File: src/rtl/fetch_controller_pkg.sv
// Shared types and constants for the instruction fetch controller.
package fetch_pkg;

  typedef enum logic [1:0] {
    IDLE  = 2'd0,
    RUN   = 2'd1,
    FAULT = 2'd2
  } state_e;

  localparam int ADDR_W_DEF = 64;
  localparam int INS_W_DEF  = 32;
  localparam int PC_STEP    = 4;
  localparam logic [1:0] ALIGN_MASK = 2'b11;

  function automatic logic misaligned(input logic [1:0] lsb);
    return (lsb & ALIGN_MASK) != 2'b00;
  endfunction

endpackage

File: src/rtl/fetch_controller_if.sv
// Control, memory and decode-side handshake signals of the fetch controller.
interface fetch_controller_if #(
  parameter int ADDR_W = 64,
  parameter int INS_W  = 32
);
  logic              start;
  logic              stop;
  logic              brValid;
  logic [ADDR_W-1:0] brTarget;
  logic [ADDR_W-1:0] insAdd;
  logic [INS_W-1:0]  ins;
  logic              outValid;
  logic              outReady;
  logic [INS_W-1:0]  outIns;
  logic [ADDR_W-1:0] outPc;
  logic              running;
  logic              fault;

  modport master (
    input  start, stop, brValid, brTarget, ins, outReady,
    output insAdd, outValid, outIns, outPc, running, fault
  );

  modport slave (
    output start, stop, brValid, brTarget, ins, outReady,
    input  insAdd, outValid, outIns, outPc, running, fault
  );
endinterface

File: src/rtl/fetch_controller_buffer.sv
// Two-entry FIFO of {pc, ins}; head is read straight from registers.
module fetch_buffer #(
  parameter int ADDR_W    = 64,
  parameter int INS_W     = 32,
  parameter int BUF_DEPTH = 2
) (
  input  logic              clk,
  input  logic              rstN,
  input  logic              push_i,
  input  logic              pop_i,
  input  logic              flush_i,
  input  logic [ADDR_W-1:0] pc_i,
  input  logic [INS_W-1:0]  ins_i,
  output logic              full_o,
  output logic              empty_o,
  output logic [ADDR_W-1:0] head_pc_o,
  output logic [INS_W-1:0]  head_ins_o
);

  if (BUF_DEPTH != 2) begin : g_depth_check
    $error("fetch_buffer supports BUF_DEPTH == 2 only");
  end

  logic [ADDR_W-1:0] pc_q  [2];
  logic [INS_W-1:0]  ins_q [2];
  logic              head_q, head_d;
  logic [1:0]        cnt_q, cnt_d;
  logic              tail;
  logic              do_pop;

  // With cnt==2 the tail slot is the head slot, which a same-cycle pop frees.
  always_comb begin
    tail   = head_q ^ cnt_q[0];
    do_pop = pop_i && (cnt_q != 2'd0);
    head_d = head_q ^ do_pop;
    cnt_d  = cnt_q + {1'b0, push_i} - {1'b0, do_pop};
  end

  always_ff @(posedge clk or negedge rstN) begin
    if (!rstN) begin
      for (int i = 0; i < 2; i++) begin
        pc_q[i]  <= '0;
        ins_q[i] <= '0;
      end
      head_q <= 1'b0;
      cnt_q  <= 2'd0;
    end else if (flush_i) begin
      cnt_q <= 2'd0;
    end else begin
      if (push_i) begin
        pc_q[tail]  <= pc_i;
        ins_q[tail] <= ins_i;
      end
      head_q <= head_d;
      cnt_q  <= cnt_d;
    end
  end

  assign full_o     = (cnt_q == 2'd2);
  assign empty_o    = (cnt_q == 2'd0);
  assign head_pc_o  = pc_q[head_q];
  assign head_ins_o = ins_q[head_q];

endmodule

File: src/rtl/fetch_controller.sv
// PC sequencer: fetches from a combinational instruction memory into a 2-entry buffer.
module fetch_controller
  import fetch_pkg::*;
#(
  parameter int                ADDR_W    = ADDR_W_DEF,
  parameter int                INS_W     = INS_W_DEF,
  parameter logic [ADDR_W-1:0] RESET_PC  = '0,
  parameter int                BUF_DEPTH = 2
) (
  input logic                clk,
  input logic                rstN,
  fetch_controller_if.master bus
);

  state_e            state_q;
  logic [ADDR_W-1:0] pc_q, pc_d;
  logic              running_q;
  logic              fault_q;

  logic full, empty, pop, fire, redirect, bad_target;
  logic [ADDR_W-1:0] head_pc;
  logic [INS_W-1:0]  head_ins;

  // A redirect outranks fetch and pop; FAULT ignores further redirects.
  always_comb begin
    redirect   = bus.brValid && (state_q != FAULT);
    bad_target = misaligned(bus.brTarget[1:0]);
    pop        = !empty && bus.outReady;
    fire       = (state_q == RUN) && !bus.brValid && (!full || pop);
    pc_d       = pc_q;
    if (redirect && !bad_target) begin
      pc_d = bus.brTarget;
    end else if (fire) begin
      pc_d = pc_q + ADDR_W'(PC_STEP);
    end
  end

  always_ff @(posedge clk or negedge rstN) begin
    if (!rstN) begin
      state_q   <= IDLE;
      pc_q      <= RESET_PC;
      running_q <= 1'b0;
      fault_q   <= 1'b0;
    end else begin
      pc_q <= pc_d;
      if (redirect && bad_target) begin
        state_q   <= FAULT;
        running_q <= 1'b0;
        fault_q   <= 1'b1;
      end else begin
        case (state_q)
          IDLE: if (bus.start && !bus.stop) begin
            state_q   <= RUN;
            running_q <= 1'b1;
          end
          RUN: if (bus.stop) begin
            state_q   <= IDLE;
            running_q <= 1'b0;
          end
          default: ;
        endcase
      end
    end
  end

  fetch_buffer #(
    .ADDR_W    (ADDR_W),
    .INS_W     (INS_W),
    .BUF_DEPTH (BUF_DEPTH)
  ) u_buf (
    .clk        (clk),
    .rstN       (rstN),
    .push_i     (fire),
    .pop_i      (pop),
    .flush_i    (redirect),
    .pc_i       (pc_q),
    .ins_i      (bus.ins),
    .full_o     (full),
    .empty_o    (empty),
    .head_pc_o  (head_pc),
    .head_ins_o (head_ins)
  );

  assign bus.insAdd   = pc_q;
  assign bus.outValid = !empty;
  assign bus.outIns   = head_ins;
  assign bus.outPc    = head_pc;
  assign bus.running  = running_q;
  assign bus.fault    = fault_q;

endmodule

File: src/flat_wrapper.sv
// flat-port wrapper written by rule: the top's interface ports become plain ports
module fetch_controller_flat import fetch_pkg::*;
#(
  parameter int                ADDR_W    = ADDR_W_DEF,
  parameter int                INS_W     = INS_W_DEF,
  parameter logic [ADDR_W-1:0] RESET_PC  = '0,
  parameter int                BUF_DEPTH = 2
)
  (clk, rstN, bus_start, bus_stop, bus_brValid, bus_brTarget, bus_ins, bus_outReady, bus_insAdd, bus_outValid, bus_outIns, bus_outPc, bus_running, bus_fault);
  fetch_controller_if #(.ADDR_W(ADDR_W), .INS_W(INS_W)) bus_i ();
  input logic clk;
  input logic rstN;
  input wire logic [$bits(bus_i.start)-1:0] bus_start;
  input wire logic [$bits(bus_i.stop)-1:0] bus_stop;
  input wire logic [$bits(bus_i.brValid)-1:0] bus_brValid;
  input wire logic [$bits(bus_i.brTarget)-1:0] bus_brTarget;
  input wire logic [$bits(bus_i.ins)-1:0] bus_ins;
  input wire logic [$bits(bus_i.outReady)-1:0] bus_outReady;
  output wire logic [$bits(bus_i.insAdd)-1:0] bus_insAdd;
  output wire logic [$bits(bus_i.outValid)-1:0] bus_outValid;
  output wire logic [$bits(bus_i.outIns)-1:0] bus_outIns;
  output wire logic [$bits(bus_i.outPc)-1:0] bus_outPc;
  output wire logic [$bits(bus_i.running)-1:0] bus_running;
  output wire logic [$bits(bus_i.fault)-1:0] bus_fault;
  assign bus_i.start = bus_start;
  assign bus_i.stop = bus_stop;
  assign bus_i.brValid = bus_brValid;
  assign bus_i.brTarget = bus_brTarget;
  assign bus_i.ins = bus_ins;
  assign bus_i.outReady = bus_outReady;
  assign bus_insAdd = bus_i.insAdd;
  assign bus_outValid = bus_i.outValid;
  assign bus_outIns = bus_i.outIns;
  assign bus_outPc = bus_i.outPc;
  assign bus_running = bus_i.running;
  assign bus_fault = bus_i.fault;
  fetch_controller #(.ADDR_W(ADDR_W), .INS_W(INS_W), .RESET_PC(RESET_PC), .BUF_DEPTH(BUF_DEPTH)) u_core (.clk(clk), .rstN(rstN), .bus(bus_i));
endmodule
File: config.mk
export PLATFORM = sky130hd
export DESIGN_NAME = fetch_controller_flat
export DESIGN_NICKNAME = d
export VERILOG_FILES = /design/src/rtl/fetch_controller_pkg.sv /design/src/rtl/fetch_controller_if.sv /design/src/rtl/fetch_controller_buffer.sv /design/src/rtl/fetch_controller.sv /design/src/flat_wrapper.sv
export SDC_FILE = /design/constraint.sdc
export NUM_CORES = 1
export LEC_CHECK = 0
export CORE_MARGIN = 2
export CORE_UTILIZATION = 51
export CTS_CLUSTER_DIAMETER = 100
export DETAILED_ROUTE_END_ITERATION = 7
export MAX_ROUTING_LAYER = met4
export PLACE_DENSITY_LB_ADDON = 0.1
export REMOVE_ABC_BUFFERS = 1
export SYNTH_ARGS = -nofsm -noshare
export SYNTH_HDL_FRONTEND = slang
export SYNTH_SLANG_ARGS = --single-unit
File: constraint.sdc
create_clock -name clk -period 2.8 [get_ports clk]
set_input_delay 0.7 -clock clk [delete_from_list [all_inputs] [get_ports clk]]
set_output_delay 0.7 -clock clk [all_outputs]
set_load 0.01 [all_outputs]
==> Word-level counts from Yosys, hierarchy flattened <==
Index checks and enable logic that the tools add are counted.
{ "totals": {"output_inout_bits": 163, "register_bits": 263, "inputBits": 102, "wordCells": 72} }
{ "classes": {"addsub": 3, "n_eq_ne": 5, "order_cmp": 3, "mux": 23, "bitwise": 5, "reduce_logical": 23} }
{ "op_table": {"columns": ["cell", "count"], "rows": [
  ["2-to-1 mux 64 bit", 6],
  ["bitwise mux 128 bit", 1],
  ["2-to-1 mux 32 bit", 4],
  ["adder 64 x 3 -> 64 bit, second input constant", 1],
  ["bitwise mux 64 bit", 1],
  ["demux 64 bit (select 1 bit)", 1],
  ["demux 32 bit (select 1 bit)", 1],
  ["logical AND 1 bit", 9],
  ["2-to-1 mux 2 bit", 4],
  ["nonzero test 2 bit", 3],
  ["zero test 1 bit", 5],
  ["greater-or-equal comparator 2 bit, second input constant", 2],
  ["zero test 2 bit", 2],
  ["inverter 1 -> 2 bit", 2],
  ["one-hot mux 2 bit (2 select lines)", 1],
  ["2-to-1 mux 1 bit", 3],
  ["inequality test 3 x 1 -> 1 bit, second input constant", 1],
  ["inequality test 3 bit, second input constant", 1],
  ["AND reduction 3 bit", 1],
  ["nonzero test 3 bit", 1],
  ["adder 2 x 1 -> 2 bit", 1],
  ["== test 2 x 1 -> 1 bit, second input constant", 1],
  ["== test 2 bit, second input constant", 1],
  ["less-than comparator 2 x 1 -> 1 bit, second input constant", 1],
  ["other kinds (7)", 8]
]} }

==> Logic depth before layout (Yosys ltp) <==
Gate-level depths: netlist (run 1).
{ "logic_depth": {"ltp_word": 8, "ltp_mapped": 9, "mapped_depth_nobuf": 9} }

==> Hierarchy <==
A second synthesis (run 1) with hierarchy kept.
{ "unflattened": {"hier_cells": 956, "hier_area_um2": 12482.0} }
{ "by_module_without_submodules": {"columns": ["mod", "n_inst", "cells_each", "seq_area_each_um2", "area_per_inst_um2"], "rows": [
  ["fetch_buffer", 1, 532, 4879.7, 8653.3],
  ["fetch_controller", 1, 424, 1676.6, 3828.7]
]} }

==> Least setup slack after synthesis (run 1) <==
Ideal clock, no wire load.
{ "synth_path": {"kind": "input port to flip-flop", "startpoint": "input port bus_outReady", "endpoint": "register u_core.u_buf.ins_q[20] (netlist bit)", "cell_stages": 7, "required_time_ns": 2.675, "arrival_time_ns": 2.224, "path_slack_ns": 0.451, "path_buffers": 3, "setup_time_ns": 0.125, "cell_sequence": "nor3b_1 > nor4b_4 > clkbuf_1 > nand2b_1 > clkbuf_1 > buf_2 > mux2_2"} }
{ "synth_via": {"elab_chain_cells": 4} }
{ "synth_rtl": {"columns": ["item", "line_no", "text"], "rows": [
  ["from (decl)", "flat_wrapper.sv:18", "input wire logic [$bits(bus_i.outReady)-1:0] bus_outReady;"],
  ["logical AND 1 bit", "fetch_controller.sv:28", "pop = !empty && bus.outReady;"],
  ["logical OR 1 bit", "fetch_controller.sv:29", "fire = (state_q == RUN) && !bus.brValid && (!full || pop);"],
  ["logical AND 1 bit", "fetch_controller.sv:29", null],
  ["AND reduction 2 bit (no source line)", null, null],
  ["to (signal, indexed assignment)", "fetch_controller_buffer.sv:52", "ins_q[tail] <= ins_i;"],
  ["to (decl)", "fetch_controller_buffer.sv:25", "logic [INS_W-1:0] ins_q [2];"]
]} }
No other way between the ends.
A chain may end at the register's enable or synchronous reset.

==> Worst setup path after layout (run 1) <==
{ "layout_path": {"startpoint": "register u_core.u_buf.head_q", "endpoint": "output port bus_outPc[39]"} }
{ "layout_via": {"elab_chain_cells": 4} }
{ "layout_rtl": {"columns": ["item", "line_no", "text"], "rows": [
  ["from (decl)", "fetch_controller_buffer.sv:26", "logic head_q, head_d;"],
  ["from (signal assigned)", "fetch_controller_buffer.sv:45", "head_q <= 1'b0;"],
  ["from (signal assigned)", "fetch_controller_buffer.sv:54", "head_q <= head_d;"],
  ["inverter 1 -> 2 bit (not written as such)", "fetch_controller_buffer.sv:61", "assign head_pc_o = pc_q[head_q];"],
  ["2-to-1 mux 64 bit (not written as such) (3 in a row)", "fetch_controller_buffer.sv:61", null],
  ["to (decl)", "flat_wrapper.sv:22", "output wire logic [$bits(bus_i.outPc)-1:0] bus_outPc;"]
]} }
No other way between the ends. The select of a mux whose other input is x is not followed.

==> metrics, run 1 <==
status=finished clean; largest net degree at the start of global routing=a little under 80; Yosys warnings=0; Leak=8.51 nW; first-pass GRT wire length=between 50000 and 60000 um; PD cells=roughly 460 nW/um2; Initial Utilization=0.520; DR vias/cell=5.40; Async SR Flop Fraction=1.00; GR Util All Layers=0.257; unrepaired setup endpoints after global routing=no; # IOs=265; worst vdd ir=~0.32 mV; max-slew violation count=0; total CTS buffers=28; Root Driver=clkbuf_16; Row Count=56; post-synthesis compound-gate area fraction=0.0330; Die Ht=roughly 160 um; XOR/XNOR Fraction of Synth Area=0.0437; largest family of logic cells by synthesized area=multiplexers; Setup WS post-layout=0.0533 ns; Hold Crit Class=in -> async; Synth Area in Simple Gates=0.105; n_diodes=0; drt initial violations=401; DRC=0; Mapped Area=roughly 12000 um2; Cells after Synth=between 1000 and 1500; DIE WIDTH=159 um; crit path DAT=roughly 2.1 ns; die area=25200 um2; worst clock skew=0.0101 ns; Final setup viols=0; Required @ worst endpoint=2.10 ns; layout cells sized above 1=0.301; final RePlAce weighted congestion=0.859; Worst-Skew Late Latency=0.53 ns; port bufs=between 200 and 300; Synth Flop Type=dfrtp_1; core area=approximately 23000 um2; share of the synthesized area in the top cell type=0.537; headroom to the max-slew limit=0.601; library cells used by synthesis=38; vias in the first global route=9266; clock sink count=262; WL final=approximately 32000 um; Final Cycle Share=0.981; number of synthesized register bits=around 260; Slew @ Worst Pin=0.599 ns; Post-synth EDFFs=0; HPWL Detailed=22200 um; worst-path maximum fanout=13; clock buffer depth=3; Synth Area in Adders=0.00307; Fin Setup TNS=0 ns; Synth area leaders=dfrtp_1 (54%), mux2_2 (25%), xnor2_1 (2.9%), nand2_1 (2.7%), o21ai_0 (2.2%); Worst-path clk slew=0.06 ns; sequential area share after synthesis=0.537; DR vias=8861; total grt overflow=0; Nets=1408; final hold violations=0; P&R area growth vs syn=36.6%; CP Capture Type=output pin; cell taking the most area after synthesis=dfrtp_1; drt first pass iters=5; Worst Setup Start Kind=register; TritonCTS clock tree=yes; Synth Area per Inst=12.2 um2; mux cell area share after synthesis=0.256; antenna violations before repair=0; H-tree depth=1; per-cell routed wire length=19.2 um; antenna-violating nets left=0; crit path kind=reg -> out; maximum clock rate=0.364 GHz; max-cap viol count=0; min Tclk post-route=between 2 and 3 ns; Place WS=-0.0978 ns
-- metrics by stage --
stage / hold slack, ns / total power [mW] / instance area (um2) / utilization / cells
6_report: 0.153 / 7.73 / 16700 / 0.711 / 1641
5_1_grt: 0.182 / 7.98 / 16700 / 0.711 / 1641
4_1_cts: 0.157 / 7.80 / 16600 / 0.706 / 1640
3_5_place_dp: 0.459 / 4.12 / 15600 / 0.666 / 1582
3_3_place_gp: 0.455 / 4.12 / 15600 / 0.666 / 1582
2_1_floorplan: 0.404 / 3.86 / 12000 / - / 943
-- layout make-up --
cell class                      count  area (um2)
Multi-Input combinational cell    672        5400
Sequential cell                   262        6560
Clock inverter                      5        75.1
Timing Repair Buffer              330        3370
Clock buffer                       44         842
Fill cell                        1728        6790
Tap cell                          319         399
Inverter                            9        33.8
-- report_power, final --
group          internal, mW  switching (mW)
logic                 0.142           0.118
registers              3.79               0
clock network          2.23            1.45
total                  6.16            1.57
-- timing repair --
action | CTS | global route
gates resized for setup | 64 | 36
hold buffers | 0 | 0
cloned | 0 | 1
endpoints found under the setup margin | 96 | 32
endpoints found under the hold margin | 0 | 0
buffers inserted | 9 | 0
pin swaps | 0 | 0
-- worst max-delay path, cell delays in order (launching register included) --
cell and delay (ns):
dfrtp_4 0.49, buf_12 0.16, buf_12 0.15, buf_4 0.15, mux2_2 0.27, dlygate4sd2_1 0.29
-- synthesized netlist by cell type (7+ instances only) --
master / n
nand2_1: 87
clkbuf_1: 36
a21oi_1: 12
nor4_1: 11
and2_1: 11
and3_1: 10
buf_2: 19
xor2_1: 20
o21ai_1: 7
mux2_2: 276
nor3_1: 23
o21ai_0: 53
nand3_1: 23
xnor2_1: 41
nand4_1: 24
dfrtp_1: 262
inv_1: 8
nor2_1: 36
-- state kept, by name, summed over array words and instances (netlist names) --
| signal | cells |
|---|---|
| u_core.u_buf.cnt_q | 2 |
| u_core.u_buf.head_q | 1 |
| u_core.u_buf.ins_q | 64 |
| u_core.state_q | 2 |
| u_core.bus.fault | 1 |
| u_core.bus.insAdd | 64 |
| u_core.u_buf.pc_q | 128 |
-- worst paths after layout --
kind / start / end / slack (ns) / cells after the start
max: u_core.u_buf.head_q / bus_outPc[39] / 0.05 / 5
max reg2reg: u_core.bus.insAdd[18] / u_core.bus.insAdd[60] / 0.36 / 7
max in group asynchronous: rstN / u_core.u_buf.pc_q[112] / 1.97 / 2
min reg2reg: u_core.bus.fault / u_core.bus.fault / 0.48 / 1
min: rstN / u_core.u_buf.ins_q[53] / 0.15 / 1
min in group clk: u_core.bus.fault / u_core.bus.fault / 0.48 / 1
-- cells in the final DEF, fill, tap and decap left out, types with 24 or more instances in the layout --
cell type	Yosys	routed
nand2_1	87	86
clkbuf_16	0	30
o21ai_0	53	53
nand4_1	24	24
nor2_1	36	36
dlymetal6s2s_1	0	32
dfrtp_1	262	261
dlygate4sd2_1	0	62
xnor2_1	41	41
buf_4	0	49
mux2_2	276	276
clkdlybuf4s50_1	0	168
-- layer usage --
| metal | part of all wire | vias to the layer above | GRT usage | wire (um) |
|---|---|---|---|---|
| met3 | 0.047 | 34 | 0.0353 | 1470 |
| met1 | 0.47 | 4425 | 0.362 | 15000 |
| met4 | 0.016 | 0 | 0.0588 | 511 |
| met5 | 0 | - | - | 0 |
| met2 | 0.46 | 260 | 0.398 | 14600 |
| li1 | - | 4142 | - | - |
-- logic make-up (layout without fill, tap and decap cells) --
group / count (synthesis) / count (layout)
compound gates: 78 / 78
mux: 278 / 278
simple gates: 252 / 252
xor+xnor: 61 / 61
buf+inv: 67 / 388
fa+ha+maj: 3 / 3
flops: 262 / 262
(Power assumes the default switching activity.)
==> run 2, diff against run 1 <==
--- a/config.mk
+++ b/config.mk
@@ -14,4 +14,5 @@
 export REMOVE_ABC_BUFFERS = 1
 export SYNTH_ARGS = -nofsm -noshare
 export SYNTH_HDL_FRONTEND = slang
+export SYNTH_HIERARCHICAL = 1
 export SYNTH_SLANG_ARGS = --single-unit
==> run 2 against run 1 <==
Design area rose by 0.49%. Sequential share of layout area fell by 0.19 points. Non-clock buffer count rose by 1. Flip-flop and latch count did not move. Final cell count fell by 1.6%. Core utilization fell by 1.7 points. Total power rose by 16%. Synthesized area rose by 2.2%. Sequential power rose by 5%. Critical path depth fell by 2. Global-route usage fell by 1.1 points. Critical endpoint is now bus_outIns[7]. Largest power group unchanged. Highest routed layer unchanged.
==> metrics, run 2 <==
TritonCTS clock tree=yes; Int Pwr=6.75 mW; Final setup viols=0; library cells used by synthesis=52; most common cell in the netlist=dfrtp_1; CP Capture Type=output pin; layout cells sized above 1=0.338; Hold Crit Class=in -> async; Worst-path clk slew=0.06 ns; max-slew violation count=0; CP peak stage delay=0.52 ns; final hold violations=0; P&R area growth vs syn=34.3%; vias in the first global route=8804; final RePlAce weighted congestion=about 0.83; Slew @ Worst Pin=0.652 ns; worst vdd ir=0.471 mV; # IOs=265; sequential area share after synthesis=0.525; Cells after Synth=956; sw frac=0.246; worst-path maximum fanout=10; CP Cell Sequence=buf_8 -> mux2_2 -> clkdlybuf4s50_1; first-pass GRT wire length=48900 um; clock buffer depth=3; Initial Utilization=0.516; GR Util All Layers=0.245; number of synthesized register bits=around 260; die area=25700 um2; status=finished clean; DR vias=8471; Required @ worst endpoint=roughly 2.1 ns; antenna-violating nets left=0; per-cell routed wire length=roughly 19 um; Post-Place Cells=1561; min Tclk post-route=2.76 ns; kind of cell adding the most delay to the critical path=buffers and inverters; Finished Layout Cells=around 1600; core area=between 20000 and 25000 um2; Tot Pwr=8.95 mW; Worst-Skew Late Latency=0.53 ns; H-tree depth=1; Synth Area per Inst=13.1 um2; Leak=a little over 8 nW; most frequent cells in the layout=dfrtp_1 (261), mux2_2 (253), clkdlybuf4s50_1 (178), dlygate4sd2_1 (81), nand2_1 (70); Synth area leaders=dfrtp_1 (53%), mux2_2 (23%), mux2_4 (4.8%), xnor2_1 (3.0%), nand2_1 (2.1%); antenna violations before repair=1; Row Count=57; unrepaired setup endpoints after global routing=yes; Async SR Flop Fraction=1.00; switching power=approximately 2.2 mW; crit path buf inv count=2; Slowest cell on crit path=dfrtp_4; largest net degree at the start of global routing=66; Top reg by flops=u_core/u_buf/pc_q; drt first pass iters=5; drt initial violations=370; Die Ht=160 um; port bufs=264; PD cells=approximately 530 nW/um2; clock sink count=262; Post-synth EDFFs=0; crit path DAT=2.06 ns; maximum clock rate=approximately 0.36 GHz; HPWL Detailed=between 20000 and 25000 um; worst clock skew=about 0.0084 ns; WL final=~30000 um; commonest non-fill, non-tap cell in the layout=dfrtp_1; Synth Flop Type=dfrtp_1; DR vias/cell=between 5 and 6; cell taking the most area after synthesis=dfrtp_1; total CTS buffers=29; headroom to the max-slew limit=0.561; share of the synthesized area in the top cell type=0.525; hold slack=0.0722 ns; max-cap viol count=0; Largest register FFs=128; crit path kind=reg -> out; Clk network pwr share=0.416; commonest cells in the netlist=dfrtp_1 (262), mux2_2 (253), nand2_1 (71), xnor2_1 (43), mux2_4 (40); DRC=0; Comb pwr share=0.139; Nets=1376; Worst Setup Start Kind=register; Flop pwr share=0.445; Final Cycle Share=0.987; DIE WIDTH=160 um; Root Driver=clkbuf_16; total grt overflow=0; Mapped Area=12500 um2; Yosys warnings=6
run 2: changes by cell type in the layout (fill, tap and decap cells not counted), moves of 12 or more:
cell,previous run,this run
nand4_1,24,12
dlygate4sd2_1,62,81
dlymetal6s2s_1,32,4
o21ai_0,53,31
mux2_2,276,253
nand2_1,86,70
nor3_1,22,7
mux2_4,0,40
run 2: final cells by class:
type | count | area (um2)
antenna | 1 | 2.50
clock inverter | 8 | 93.8
inverter | 15 | 56.3
multi-input combinational | 632 | 5550
clock buffer | 41 | 841
sequential | 262 | 6560
fill | 1798 | 7410
tap | 324 | 405
timing repair buffer | 331 | 3260
run 2: metal layers:
layer | track usage | share of wire
met4 | 0.0422 | 0.012
met1 | 0.345 | 0.46
met2 | 0.385 | 0.47
met5 | - | 0
met3 | 0.0393 | 0.056
run 2: power groups by stage:
stage / clock network, mW / logic (mW) / registers [mW]
floorplan: 0 / 0.416 / 4.20
global placement: 0 / 1.16 / 4.06
detailed placement: 0 / 1.16 / 4.07
CTS: 3.81 / 1.25 / 3.98
global route: 3.97 / 1.33 / 3.99
finish: 3.73 / 1.25 / 3.98
run 2: cells by family (layout without fill, tap and decap cells):
group / count (synthesis) / in the layout / synth area share
AO/OA/AOI/OAI: 66 / 66 / 0.0302
XOR/XNOR: 61 / 61 / 0.0428
adder cells (fa/ha/maj): 3 / 3 / 0.00301
buffers and inverters: 62 / 395 / 0.0311
flip-flops: 262 / 262 / 0.525
multiplexers: 294 / 294 / 0.277
other: 0 / 1 / 0
AND/OR/NAND/NOR: 208 / 208 / 0.0905
run 2: worst register-to-register path, stage by stage, from the launching register on:
cell,delay (ns)
dfrtp_1,0.46
nand4_1,0.30
nor4_1,0.68
nand2b_1,0.32
nor4_2,0.30
xnor2_1,0.15
o21ai_1,0.07
run 2: final timing paths:
kind / start / to / cells after the start / slack, ns
max reg2reg: u_core/bus.insAdd[46] / u_core/bus.insAdd[58] / 6 / 0.40
max in group asynchronous: rstN / u_core/u_buf/pc_q[59] / 3 / 1.94
min reg2reg: u_core/bus.fault / u_core/bus.fault / 1 / 0.48
max: u_core/u_buf/head_q / bus_outIns[7] / 3 / 0.04
min in group clk: u_core/bus.fault / u_core/bus.fault / 1 / 0.48
min: rstN / u_core/u_buf/ins_q[24] / 1 / 0.07
run 2: timing repair:
action,CTS,global route
resized for setup,84,6
buffers inserted,3,0
setup endpoints to repair,90,11
hold buffers,0,0
run 2: through the flow:
step / setup TNS, ns / worst slack [ns] / utilization / cell area, um2
floorplan: -757.24 / -3.06 / - / 12200
global placement: -0.636 / -0.0988 / 0.657 / 15900
detailed placement: -3.56 / -0.107 / 0.657 / 15900
CTS: 0 / 0.00176 / 0.693 / 16700
global route: -0.00685 / -0.00462 / 0.694 / 16800
finish: 0 / 0.0352 / 0.694 / 16800
